<file path="src/rtl/seg_display_sequencer_if.sv">
// Request/result bundle between a display client and seg_display_sequencer.
// The master drives a binary value in; the slave returns BCD digits and the lit-digit mask.
interface seg_display_sequencer_if #(
   parameter int BIN_W      = 27,
   parameter int NUM_DIGITS = 8
);
   logic [BIN_W-1:0]        in_value;
   logic                    in_blank_lz;
   logic                    in_valid;
   logic                    in_ready;
   logic [4*NUM_DIGITS-1:0] bcd_out;
   logic [NUM_DIGITS-1:0]   turn_on;
   logic                    overflow;
   logic                    done;

   modport master (
      output in_value, in_blank_lz, in_valid,
      input  in_ready, bcd_out, turn_on, overflow, done
   );

   modport slave (
      input  in_value, in_blank_lz, in_valid,
      output in_ready, bcd_out, turn_on, overflow, done
   );
endinterface

</file>
<file path="src/rtl/seg_display_sequencer.sv">
// Sequential double-dabble binary-to-BCD converter with leading-zero blanking.
// Performs one shift per clock and holds the last complete result on its outputs.
module seg_display_sequencer #(
   parameter int BIN_W      = 27,
   parameter int NUM_DIGITS = 8
) (
   input  logic                      clock,
   input  logic                      reset,
   seg_display_sequencer_if.slave    bus
);
   localparam int BCD_W = 4 * NUM_DIGITS;
   localparam int CNT_W = $clog2(BIN_W + 1);

   function automatic logic [63:0] pow10(input int n);
      logic [63:0] p;
      p = 64'd1;
      for (int k = 0; k < n; k++) p = p * 64'd10;
      return p;
   endfunction

   localparam logic [63:0] MAX_VAL = pow10(NUM_DIGITS) - 64'd1;

   typedef enum logic [1:0] {S_IDLE, S_CONV, S_LATCH} state_t;

   state_t               r_state;
   logic [BIN_W-1:0]     r_shift;
   logic [BCD_W-1:0]     r_scratch;
   logic                 r_blank_lz;
   logic                 r_ovf;
   logic [CNT_W-1:0]     r_cnt;
   logic [BCD_W-1:0]     r_bcd;
   logic [NUM_DIGITS-1:0] r_turn_on;
   logic                 r_overflow;
   logic                 r_done;
   logic                 r_ready;

   logic [BCD_W-1:0]      w_adj;
   logic [NUM_DIGITS-1:0] w_lit;

   // NOTE: every always_comb output gets a default first so no latch is inferred.
   always_comb begin
      w_adj = r_scratch;
      for (int i = 0; i < NUM_DIGITS; i++) begin
         if (r_scratch[4*i +: 4] >= 4'd5) w_adj[4*i +: 4] = r_scratch[4*i +: 4] + 4'd3;
      end
   end

   // A digit is lit when it or any more-significant digit is nonzero; digit 0 always lit.
   always_comb begin
      logic w_any;
      w_any = 1'b0;
      w_lit = '0;
      for (int i = NUM_DIGITS - 1; i >= 0; i--) begin
         w_any    = w_any | (|r_scratch[4*i +: 4]);
         w_lit[i] = w_any;
      end
      w_lit[0] = 1'b1;
   end

   // NOTE: all state uses non-blocking assignments so every register sees pre-edge values.
   always_ff @(posedge clock) begin
      if (reset) begin
         r_state    <= S_IDLE;
         r_shift    <= '0;
         r_scratch  <= '0;
         r_blank_lz <= 1'b0;
         r_ovf      <= 1'b0;
         r_cnt      <= '0;
         r_bcd      <= '0;
         r_turn_on  <= NUM_DIGITS'(1);
         r_overflow <= 1'b0;
         r_done     <= 1'b0;
         r_ready    <= 1'b1;
      end else begin
         r_done <= 1'b0;
         case (r_state)
            S_IDLE: begin
               if (bus.in_valid) begin
                  r_shift    <= bus.in_value;
                  r_blank_lz <= bus.in_blank_lz;
                  r_scratch  <= '0;
                  r_ovf      <= 64'(bus.in_value) > MAX_VAL;
                  r_cnt      <= '0;
                  r_ready    <= 1'b0;
                  r_state    <= S_CONV;
               end
            end
            S_CONV: begin
               r_scratch <= {w_adj[BCD_W-2:0], r_shift[BIN_W-1]};
               r_shift   <= r_shift << 1;
               r_cnt     <= r_cnt + 1'b1;
               if (r_cnt == CNT_W'(BIN_W - 1)) r_state <= S_LATCH;
            end
            S_LATCH: begin
               if (r_ovf) begin
                  r_bcd      <= {NUM_DIGITS{4'h9}};
                  r_turn_on  <= '1;
                  r_overflow <= 1'b1;
               end else begin
                  r_bcd      <= r_scratch;
                  r_turn_on  <= r_blank_lz ? w_lit : '1;
                  r_overflow <= 1'b0;
               end
               r_done  <= 1'b1;
               r_ready <= 1'b1;
               r_state <= S_IDLE;
            end
            default: r_state <= S_IDLE;
         endcase
      end
   end

   assign bus.in_ready = r_ready;
   assign bus.bcd_out  = r_bcd;
   assign bus.turn_on  = r_turn_on;
   assign bus.overflow = r_overflow;
   assign bus.done     = r_done;
endmodule
</file>
<file path="src/flat_wrapper.sv">
// flat-port wrapper written by rule: the top's interface ports become plain ports
module seg_display_sequencer_flat 
#(
   parameter int BIN_W      = 27,
   parameter int NUM_DIGITS = 8
)
  (clock, reset, bus_in_value, bus_in_blank_lz, bus_in_valid, bus_in_ready, bus_bcd_out, bus_turn_on, bus_overflow, bus_done);
  seg_display_sequencer_if #(.BIN_W(BIN_W), .NUM_DIGITS(NUM_DIGITS)) bus_i ();
  input  logic clock;
  input  logic reset;
  input wire logic [$bits(bus_i.in_value)-1:0] bus_in_value;
  input wire logic [$bits(bus_i.in_blank_lz)-1:0] bus_in_blank_lz;
  input wire logic [$bits(bus_i.in_valid)-1:0] bus_in_valid;
  output wire logic [$bits(bus_i.in_ready)-1:0] bus_in_ready;
  output wire logic [$bits(bus_i.bcd_out)-1:0] bus_bcd_out;
  output wire logic [$bits(bus_i.turn_on)-1:0] bus_turn_on;
  output wire logic [$bits(bus_i.overflow)-1:0] bus_overflow;
  output wire logic [$bits(bus_i.done)-1:0] bus_done;
  assign bus_i.in_value = bus_in_value;
  assign bus_i.in_blank_lz = bus_in_blank_lz;
  assign bus_i.in_valid = bus_in_valid;
  assign bus_in_ready = bus_i.in_ready;
  assign bus_bcd_out = bus_i.bcd_out;
  assign bus_turn_on = bus_i.turn_on;
  assign bus_overflow = bus_i.overflow;
  assign bus_done = bus_i.done;
  seg_display_sequencer #(.BIN_W(BIN_W), .NUM_DIGITS(NUM_DIGITS)) u_core (.clock(clock), .reset(reset), .bus(bus_i));
endmodule
</file>
<file path="config.mk">
export PLATFORM = sky130hd
export DESIGN_NAME = seg_display_sequencer_flat
export DESIGN_NICKNAME = d
export VERILOG_FILES = /design/src/rtl/seg_display_sequencer_if.sv /design/src/rtl/seg_display_sequencer.sv /design/src/flat_wrapper.sv
export SDC_FILE = /design/constraint.sdc
export NUM_CORES = 1
export LEC_CHECK = 0
export BUFFER_PORTS_ARGS = -buffer_cell sky130_fd_sc_hd__buf_4
export CORE_MARGIN = 1.5
export CORE_UTILIZATION = 55
export DETAILED_ROUTE_END_ITERATION = 7
export GPL_TIMING_DRIVEN = 0
export PLACE_DENSITY = 0.78
export SYNTH_ARGS = -nofsm -noshare
export SYNTH_HDL_FRONTEND = slang
export SYNTH_SLANG_ARGS = --single-unit
</file>
<file path="constraint.sdc">
create_clock -name clock -period 2.3 [get_ports clock]
set_input_delay 0.23 -clock clock [delete_from_list [all_inputs] [get_ports clock]]
set_output_delay 0.23 -clock clock [all_outputs]
set_load 0.03 [all_outputs]
</file>
==> results by group, run 1 <==
Floorplanning
  – IO Pins: 74
  – Floorplan Core Area: 0.00822 sq mm
  – Die X: 95.1 microns
  – Num rows: 33
  – Die Y: 95.1 microns
  – Die Area: 0.00905 sq mm
  – Starting Density: 56.8%

Synthesis
  – Largest cells by area after synthesis: dfxtp_1 47%, ha_1 6.7%, nor2_1 6.7%, a22o_1 4.9%, nand2_1 3.6%
  – Avg Cell Area, Syn: 8.96 sq um
  – Ys async rst share: 0%
  – Syn. warnings: 0
  – Top FF cell, synth: dfxtp_1
  – Synthesized flop and latch total: 110
  – Mapped Area: 0.00467 sq mm
  – EDFF count, synth: 0
  – Share of the synthesized area in the top cell type: 47.2%
  – Gate count after technology mapping: 521
  – Netlist cell types: 51
  – Register area share after synthesis: 47.2%
  – Syn_nets: 577
  – Area leader, netlist: dfxtp_1

Setup path
  – Max stage delay cell, worst path: or3b_1
  – Kind of start point of the critical path: register
  – Critical path type: reg -> reg
  – CP cell instances: inv_1 > ha_1 > or3b_1 > nor4_2 > a21oi_1 > a221o_1
  – Highest cell delay on the worst timing path: 430 ps
  – CP Max Fanout: 5
  – Worst EP arrival: 2220 ps
  – CP Capture Type: register
  – Worst Path Required: 2560 ps

Power and ir drop
  – P_leak: 0.00242 uW
  – PD cells: 604 mW/mm^2
  – Peak VDD IR: 0.434 mV

Detailed routing
  – Final ANT Viol Nets: 0
  – Routed wire length per instance: 14.9 microns
  – Initial DRT Pass Iterations: 5
  – Detailed Route WL: 10.6 mm
  – Via density: 5.67
  – Drt initial violations: 187
  – Via count: 4047
  – DRC Markers: 0

Cells and area
  – Area of the multi-input gates: 0.00226 sq mm
  – Most frequent cells in the layout: 110 x dfxtp_1, 83 x nor2_1, 73 x buf_4
  – Register area: 0.00220 sq mm
  – Synth-to-Final Area Change: 18.1%
  – ANT cells: 0
  – Most common cell after layout, fill and taps aside: dfxtp_1
  – Layout net count: 660
  – Final core utilization: 67.1%
  – Fill cell count: 691
  – Layout cells sized above 1: 17.4%

Timing
  – F_max: 0.510 GHz
  – Period utilization: 85.3%
  – RSZ-0062 raised after global routing: false
  – Clock period minus worst slack: 1960 ps
  – Endpoints failing hold: 0
  – Post-Route Setup TNS: 0 ps
  – Slew headroom: 51.5%
  – Worst Max-Slew Pin Slew: 725 ps
  – Fin. max-slew vios: 0
  – Final setup viols: 0
  – Skew final: 17.1 ps

Global routing
  – Initial antenna violation count: 0
  – GRT Overall Usage: 24.5%
  – Grt ovf: 0
  – Vias in the first global route: 3764
  – First-pass GRT wire length: 17.4 mm
  – Largest net degree at the start of global routing: 19

CTS
  – Clock transition at the registers of the reported paths: 100 ps
  – CTS tree: yes
  – CTS buffer count: 9
  – Post-CTS Setup Inserts: 0
  – Number of gates resized after cts: 0
  – Hold-fix buffers at CTS: 0
  – Clock sinks: 110
  – Clock tree buffer depth: 2
  – Clock Tree Root: clkbuf_8
  – H-tree levels: 3
  – Worst-Skew Late Latency: 370 ps

Hold path
  – Hold Crit Class: in -> reg

Flow run
  – Max_cap viols: 0

Placed design
  – Routability congestion estimate: 0.879
  – Post-DP HPWL: 7.78 mm
  – Port Buf Inserts: 72

Run status
  – Status: complete, no violations
-- worst max-delay path: cells and delay by family (launching register included) --
kind            cells  cell delay (ps)
fa+ha+maj           1              180
simple gates        2              740
flops               1              360
compound gates      2              440
buf+inv             1              150
-- power by group --
part	leakage [uW]	internal, uW	switching, uW
Combinational	0.00144	109	176
Clock	0.0000858	396	661
Sequential	0.000894	1960	29.7
-- sequential cells by signal, summed over array words and instances, names as in the netlist --
name and flops:
u_core.bus.done 1, u_core.r_state 2, u_core.bus.overflow 1, u_core.bus.turn_on 7, u_core.r_shift 27, u_core.r_scratch 32, u_core.bus.in_ready 1, u_core.r_ovf 1
u_core.bus.bcd_out 32, u_core.r_cnt 5, u_core.r_blank_lz 1
-- stage by stage --
stage          total power, uW  setup WS [ps]  cells  hold slack [ps]  area [sq um]
6_report                  3330            339    714              123          5510
3_5_place_dp              2310            271    698              432          5340
3_3_place_gp              2300            277    698              427          5340
2_1_floorplan             2200            606    521              366          4670
5_1_grt                   3460            203    714              149          5510
4_1_cts                   3340            357    714              114          5510
-- kinds of logic (layout without fill, tap and decap cells) --
group	count (synthesis)	in the layout	share of synthesized area [%]
AND/OR/NAND/NOR	195	195	20.2
AO/OA/AOI/OAI	120	120	17.7
flip-flops	110	110	47.2
buffers and inverters	52	140	4.53
adder cells (fa/ha/maj)	25	25	6.70
XOR/XNOR	9	9	1.69
multiplexers	9	9	1.96
other	1	1	0.0803
-- metal layers --
metal	track usage, %	wire length [microns]	up-vias
met5	0	0	-
met4	8.83	177	0
met3	3.27	437	14
met2	42.3	5100	102
met1	31.0	4910	1920
li1	-	-	2011
-- synth_stat cells, types with 10 or more instances --
library cell / count
ha_1: 25
a22o_1: 26
o21ai_0: 26
o22ai_1: 14
nand2_1: 45
nor4_1: 26
buf_2: 10
nor2_1: 83
inv_1: 20
a21oi_1: 22
clkbuf_1: 17
nand2b_1: 10
dfxtp_1: 110
-- area by class of cell --
cell class	instances	share of cell area, %
Clock inverter	7	0.862
Inverter	20	1.36
Sequential cell	110	39.9
Multi-Input combinational cell	359	40.9
Timing Repair Buffer	72	9.80
Tap cell	105	2.38
Clock buffer	9	2.25
Buffer	32	2.47
-- path summary, 6_finish.rpt --
check	from	endpoint	slack, ps	cells after the start
worst max register to register	u_core.r_scratch[24]	u_core.bus.turn_on[3]	340	6
worst min register to register	u_core.bus.bcd_out[4]	u_core.bus.bcd_out[4]	440	2
worst min-delay path	bus_in_value[0]	u_core.r_shift[0]	120	3
worst max-delay path	u_core.r_scratch[24]	u_core.bus.turn_on[3]	340	6
No activity file was read; power rests on OpenSTA's default activity.
==> inputs of run 2 (changes only) <==
--- a/config.mk
+++ b/config.mk
@@ -6,6 +6,7 @@
 export NUM_CORES = 1
 export LEC_CHECK = 0
 export BUFFER_PORTS_ARGS = -buffer_cell sky130_fd_sc_hd__buf_4
+export CORE_ASPECT_RATIO = 0.8
 export CORE_MARGIN = 1.5
 export CORE_UTILIZATION = 55
 export DETAILED_ROUTE_END_ITERATION = 7
==> results by group, run 2 (synthesis gave the netlist of run 1 again) <==
Setup path
  – R2r setup slk: 190 ps (-150 ps)
  – Kind of start point of the critical path: register
  – Max stage delay cell, worst path: nor4_1
  – Crit. Startpoint: u_core.r_scratch[24]
  – Worst reg2reg path depth: 6 (unchanged)
  – Worst Path Required: 2570 ps (about the same)
  – Worst flop-to-flop path startpoint: u_core.r_scratch[24]
  – Worst EP arrival: 2380 ps (+160 ps)
  – CP Capture Type: register
  – WP depth: 6 (unchanged)
  – Largest delay share family, worst path: simple AND/OR/NAND/NOR gates
  – R2r endpoint: u_core.bus.turn_on[1]
  – Highest cell delay on the worst timing path: 460 ps (+30 ps)
  – Worst Path Buf+Inv: 1 (unchanged)
  – CP cell instances: inv_1 > ha_1 > or3b_1 > nor4_1 > nand4_1 > a22o_1
  – CP Max Fanout: 5 (unchanged)
  – Critical path type: reg -> reg
  – Worst setup path end: u_core.bus.turn_on[1]

Timing
  – Endpoints failing hold: 0 (unchanged)
  – F_max: 0.473 GHz (-7.2%)
  – Worst Max-Slew Pin Slew: 900 ps (+175 ps)
  – Fin. max-slew vios: 0 (unchanged)
  – Final setup viols: 0 (unchanged)
  – Period utilization: 91.9% (+6.6 points)
  – Skew final: 9.57 ps (-7.53 ps)
  – RSZ-0062 raised after global routing: false
  – Post-Route Setup TNS: 0 ps (unchanged)
  – Clock period minus worst slack: 2110 ps (+151 ps)
  – Slew headroom: 39.8% (-12 points)

CTS
  – Clock sinks: 110 (unchanged)
  – Clock tree buffer depth: 2 (unchanged)
  – Hold-fix buffers at CTS: 0 (unchanged)
  – Worst-Skew Late Latency: 370 ps (about the same)
  – Post-CTS Setup Inserts: 0 (unchanged)
  – Number of gates resized after cts: 0 (unchanged)
  – CTS buffer count: 9 (unchanged)
  – Clock Tree Root: clkbuf_8
  – H-tree levels: 3 (unchanged)
  – Clock transition at the registers of the reported paths: 100 ps (about the same)
  – CTS tree: yes

Placed design
  – Post-DP Area: 0.00535 sq mm (about the same)
  – Port Buf Inserts: 72 (unchanged)
  – Post-DP HPWL: 8.20 mm (+5.3%)
  – Routability congestion estimate: 0.895 (+1.8%)

Floorplanning
  – Floorplan Core Area: 0.00809 sq mm (-1.5%)
  – Die X: 106 microns (+11%)
  – Die Y: 85.4 microns (-10%)
  – Die Area: 0.00906 sq mm (about the same)
  – Starting Density: 57.7% (+0.88 points)
  – Num rows: 29 (-12%)
  – IO Pins: 74 (unchanged)

Global routing
  – GRT Overall Usage: 26.0% (+1.6 points)
  – Largest net degree at the start of global routing: 19 (unchanged)
  – First-pass GRT wire length: 18.4 mm (+6.2%)
  – Grt ovf: 0 (unchanged)
  – Vias in the first global route: 3757 (-0.19%)
  – Initial antenna violation count: 0 (unchanged)

Hold path
  – Hold Crit Class: in -> reg

Cells and area
  – Most common cell after layout, fill and taps aside: dfxtp_1
  – Layout cells sized above 1: 17.4% (unchanged)
  – Synth-to-Final Area Change: 18.4%
  – Layout net count: 660 (unchanged)
  – Post-route cell area: 0.00553 sq mm (+0.25%)
  – Most frequent cells in the layout: 110 x dfxtp_1, 83 x nor2_1, 73 x buf_4
  – ANT cells: 0 (unchanged)

Detailed routing
  – Drt initial violations: 275 (+47%)
  – DRC Markers: 0 (unchanged)
  – Detailed Route WL: 11.2 mm (+5.5%)
  – Routed wire length per instance: 15.6 microns (+5.0%)
  – Initial DRT Pass Iterations: 4 (-1)
  – Final ANT Viol Nets: 0 (unchanged)
  – Via count: 4089 (+1.0%)
  – Via density: 5.70 (+0.62%)

Power and ir drop
  – Peak VDD IR: 0.371 mV (-14%)
  – P_leak: 0.00243 uW (+0.32%)
  – PD cells: 609 mW/mm^2 (+0.81%)

Run status
  – Status: complete, no violations

Flow run
  – Max_cap viols: 0 (unchanged)
run 2: changes by cell type in the layout (fill, tap and decap cells not counted):
cell        delta
clkbuf_8       +1
clkinv_2       -1
inv_6          +1
clkinvlp_4     -1
run 2: per-stage QoR:
stage / total power, uW / cells / hold slack [ps] / util (%) / setup slack (ps)
after global placement: 2310 / 701 / 426 / 66.1 / 217
after CTS: 3380 / 717 / 113 / 68.3 / 259
after floorplan: 2200 / 521 / 366 / - / 606
after detailed placement: 2320 / 701 / 432 / 66.1 / 242
after global routing: 3510 / 717 / 92.3 / 68.3 / 141
final: 3360 / 717 / 125 / 68.3 / 187
run 2: per-layer routing:
| metal | routed length, microns | part of all wire, % | GRT usage, % |
|---|---|---|---|
| met3 | 698 | 6.2 | 6.22 |
| met2 | 4900 | 44 | 38.9 |
| met4 | 238 | 2.1 | 8.48 |
| met5 | 0 | 0 | 0 |
| met1 | 5370 | 48 | 37.1 |
run 2: area by class of cell:
type                            count  area (sq um)
Inverter                           20          75.1
Multi-Input combinational cell    359          2260
Timing Repair Buffer               72           541
Clock inverter                      6          43.8
Tap cell                          108           135
Buffer                             32           136
Clock buffer                       10           138
Sequential cell                   110          2200
Fill cell                         680          2560
run 2: how the worst min path moves through the flow:
stage / from / endpoint / slack, ps / cells past startpoint
2_1_floorplan: bus_in_blank_lz / u_core.r_blank_lz / 370 / 2
3_3_place_gp: u_core.bus.bcd_out[19] / u_core.bus.bcd_out[19] / 430 / 2
3_5_place_dp: u_core.bus.bcd_out[4] / u_core.bus.bcd_out[4] / 430 / 2
4_1_cts: bus_in_blank_lz / u_core.r_blank_lz / 110 / 3
5_1_grt: bus_in_blank_lz / u_core.r_blank_lz / 90 / 3
6_report: bus_in_blank_lz / u_core.r_blank_lz / 120 / 3
run 2: worst reg2reg max path, cell delays in order, from the launching register on:
cell	delay (ps)
dfxtp_1	370
inv_1	170
ha_1	170
or3b_1	410
nor4_1	460
nand4_1	200
a22o_1	240
run 2: power by group:
group	total [uW]	internal, uW	leakage [uW]	switching [uW]
Combinational	290	109	0.00144	181
Sequential	1990	1960	0.000894	30.1
Clock	1090	432	0.0000935	655
Total	3360	2500	0.00243	867
==> inputs of run 3 (changes only) <==
--- a/config.mk
+++ b/config.mk
@@ -5,13 +5,14 @@
 export SDC_FILE = /design/constraint.sdc
 export NUM_CORES = 1
 export LEC_CHECK = 0
+export ABC_AREA = 1
 export BUFFER_PORTS_ARGS = -buffer_cell sky130_fd_sc_hd__buf_4
 export CORE_ASPECT_RATIO = 0.8
 export CORE_MARGIN = 1.5
 export CORE_UTILIZATION = 55
 export DETAILED_ROUTE_END_ITERATION = 7
 export GPL_TIMING_DRIVEN = 0
-export PLACE_DENSITY = 0.78
+export PLACE_DENSITY = 0.77
 export SYNTH_ARGS = -nofsm -noshare
 export SYNTH_HDL_FRONTEND = slang
 export SYNTH_SLANG_ARGS = --single-unit
==> results by group, run 3 <==
Synthesis
  – Most frequent cell after synthesis: dfxtp_1
  – Gate count after technology mapping: 604 (+16%)
  – Register area share after synthesis: 44.0% (-3.1 points)
  – Top FF cell, synth: dfxtp_1
  – Mapped Area: 0.00500 sq mm (+7.1%)
  – Ys async rst share: 0% (unchanged)
  – Largest cells by area after synthesis: dfxtp_1 44%, nand2_1 8.2%, ha_1 6.3%, inv_1 5.9%, a21oi_1 4.0%
  – Syn_nets: 660 (+14%)
  – Share of the synthesized area in the top cell type: 44.0% (-3.1 points)
  – Avg Cell Area, Syn: 8.28 sq um (-7.6%)
  – Area leader, netlist: dfxtp_1
  – Commonest cells in the netlist: 110 x dfxtp_1, 109 x nand2_1, 79 x inv_1
  – Netlist cell types: 43 (-16%)
  – Syn. warnings: 0 (unchanged)
  – EDFF count, synth: 0 (unchanged)
  – Synthesized flop and latch total: 110 (unchanged)

Floorplanning
  – Floorplan Core Area: 0.00867 sq mm (+7.2%)
  – IO Pins: 74 (unchanged)
  – Num rows: 30 (+3.4%)
  – Die Y: 88.3 microns (+3.4%)
  – Die Area: 0.00968 sq mm (+6.9%)
  – Die X: 110 microns (+3.4%)
  – Starting Density: 57.7% (about the same)

Detailed routing
  – Drt initial violations: 376 (+37%)
  – Routed wire length per instance: 15.9 microns (+1.9%)
  – DRC Markers: 0 (unchanged)
  – Final ANT Viol Nets: 0 (unchanged)
  – Via density: 5.73 (+0.53%)
  – Via count: 4598 (+12%)
  – Initial DRT Pass Iterations: 5 (+1)
  – Detailed Route WL: 12.8 mm (+14%)

Cells and area
  – Synth-to-Final Area Change: 18.6%
  – Most frequent cells in the layout: 110 x dfxtp_1, 109 x nand2_1, 81 x buf_4
  – ANT cells: 0 (unchanged)
  – Most common cell after layout, fill and taps aside: dfxtp_1
  – Layout cells sized above 1: 18.3% (+0.86 points)
  – Layout net count: 742 (+12%)

Power and ir drop
  – P_leak: 0.00262 uW (+7.8%)
  – PD cells: 643 mW/mm^2 (+5.7%)
  – Peak VDD IR: 0.518 mV (+40%)

Placed design
  – Pre-CTS setup slack: 765 ps (+524 ps)
  – Routability congestion estimate: 0.948 (+6.0%)
  – Post-DP HPWL: 9.22 mm (+13%)
  – Port Buf Inserts: 71 (-1.4%)

Run status
  – Status: complete, no violations

Global routing
  – Initial antenna violation count: 0 (unchanged)
  – GRT Overall Usage: 26.9% (+0.87 points)
  – Largest net degree at the start of global routing: 17 (-2)
  – Grt ovf: 0 (unchanged)
  – Vias in the first global route: 4250 (+13%)
  – First-pass GRT wire length: 20.0 mm (+8.2%)

Timing
  – Period utilization: 69.0% (-23 points)
  – RSZ-0062 raised after global routing: false
  – Clock period minus worst slack: 1590 ps (-526 ps)
  – Fin. max-slew vios: 0 (unchanged)
  – Final setup viols: 0 (unchanged)
  – PnR worst setup slack: 714 ps (+526 ps)
  – Endpoints failing hold: 0 (unchanged)
  – Skew final: 13.1 ps (+3.50 ps)
  – Post-Route Setup TNS: 0 ps (unchanged)
  – F_max: 0.630 GHz (+33%)

CTS
  – Post-CTS Setup Inserts: 0 (unchanged)
  – Clock Tree Root: clkbuf_16
  – Hold-fix buffers at CTS: 0 (unchanged)
  – CTS buffer count: 9 (unchanged)
  – Clock sinks: 110 (unchanged)
  – Clock transition at the registers of the reported paths: 70 ps (-30 ps)
  – Number of gates resized after cts: 0 (unchanged)
  – Clock tree buffer depth: 2 (unchanged)
  – Worst-Skew Late Latency: 350 ps (-20 ps)
  – H-tree levels: 3 (unchanged)
  – CTS tree: yes

Setup path
  – Critical path type: reg -> reg
  – Largest delay share family, worst path: buffers and inverters
  – Cell mode on critical path: buf_2
  – Kind of start point of the critical path: register
  – Worst Path Buf+Inv: 3 (+2)
  – Highest cell delay on the worst timing path: 340 ps (-120 ps)
  – Worst Path Required: 2540 ps (-30 ps)
  – Worst EP arrival: 1820 ps (-560 ps)
  – CP Max Fanout: 10 (+5)
  – CP cell instances: buf_2 > clkinv_1 > buf_2 > a32o_1
  – Max stage delay cell, worst path: clkinv_1
  – CP Capture Type: register

Hold path
  – Hold Crit Class: in -> reg

Flow run
  – Max_cap viols: 0 (unchanged)
## run 3: report_power, final
part	total, uW	switching, uW	leakage (uW)	internal [uW]
logic	408	255	0.00160	153
clock network	1400	675	0.000121	726
registers	2010	36.2	0.000893	1970
## run 3: routing by layer
metal | up-vias | GRT usage [%] | routed length, microns
li1 | 2230 | - | -
met1 | 2181 | 35.6 | 5770
met5 | - | 0 | 0
met3 | 16 | 6.70 | 957
met4 | 0 | 7.08 | 172
met2 | 171 | 44.1 | 5890
## run 3: area by class of cell
| type | count | area (sq um) |
|---|---|---|
| Timing Repair Buffer | 71 | 533 |
| Clock buffer | 11 | 233 |
| Buffer | 30 | 209 |
| Fill cell | 706 | 2740 |
| Sequential cell | 110 | 2200 |
| Inverter | 85 | 322 |
| Tap cell | 112 | 140 |
| Clock inverter | 4 | 25.0 |
| Multi-Input combinational cell | 379 | 2270 |
## run 3: path summary, 6_finish.rpt
kind	startpoint	endpoint	slack [ps]	cells past startpoint
setup reg to reg	u_core.r_ovf	u_core.bus.bcd_out[29]	710	4
setup / recovery	u_core.r_ovf	u_core.bus.bcd_out[29]	710	4
hold / removal	reset	u_core.r_ovf	140	2
hold reg to reg	u_core.r_shift[4]	u_core.r_shift[4]	450	2
## run 3: worst register-to-register path, delay by kind of cell, from the launching register on
kind,cells,cell delay [ps]
compound gates,1,280
buf+inv,3,880
flops,1,300
## run 3: metrics by stage
| stage | hold slack, ps | utilization [%] | instances | power [uW] | instance area (sq um) |
|---|---|---|---|---|---|
| floorplan | 377 | - | 604 | 2310 | 5000 |
| global placement | 430 | 65.4 | 787 | 2440 | 5670 |
| detailed placement | 439 | 65.4 | 787 | 2450 | 5670 |
| CTS | 135 | 68.4 | 802 | 3820 | 5930 |
| global route | 145 | 68.4 | 802 | 3940 | 5930 |
| finish | 140 | 68.4 | 802 | 3820 | 5930 |
## run 3: kinds of logic (layout without fill, tap and decap cells)
group / count (synthesis) / after routing / synth area share [%]
compound gates: 173 / 173 / 23.0
other cells: 1 / 1 / 0.0750
xor+xnor: 7 / 7 / 1.23
flops: 110 / 110 / 44.0
fa+ha+maj: 25 / 25 / 6.25
buf+inv: 115 / 201 / 10.6
simple gates: 173 / 173 / 14.8
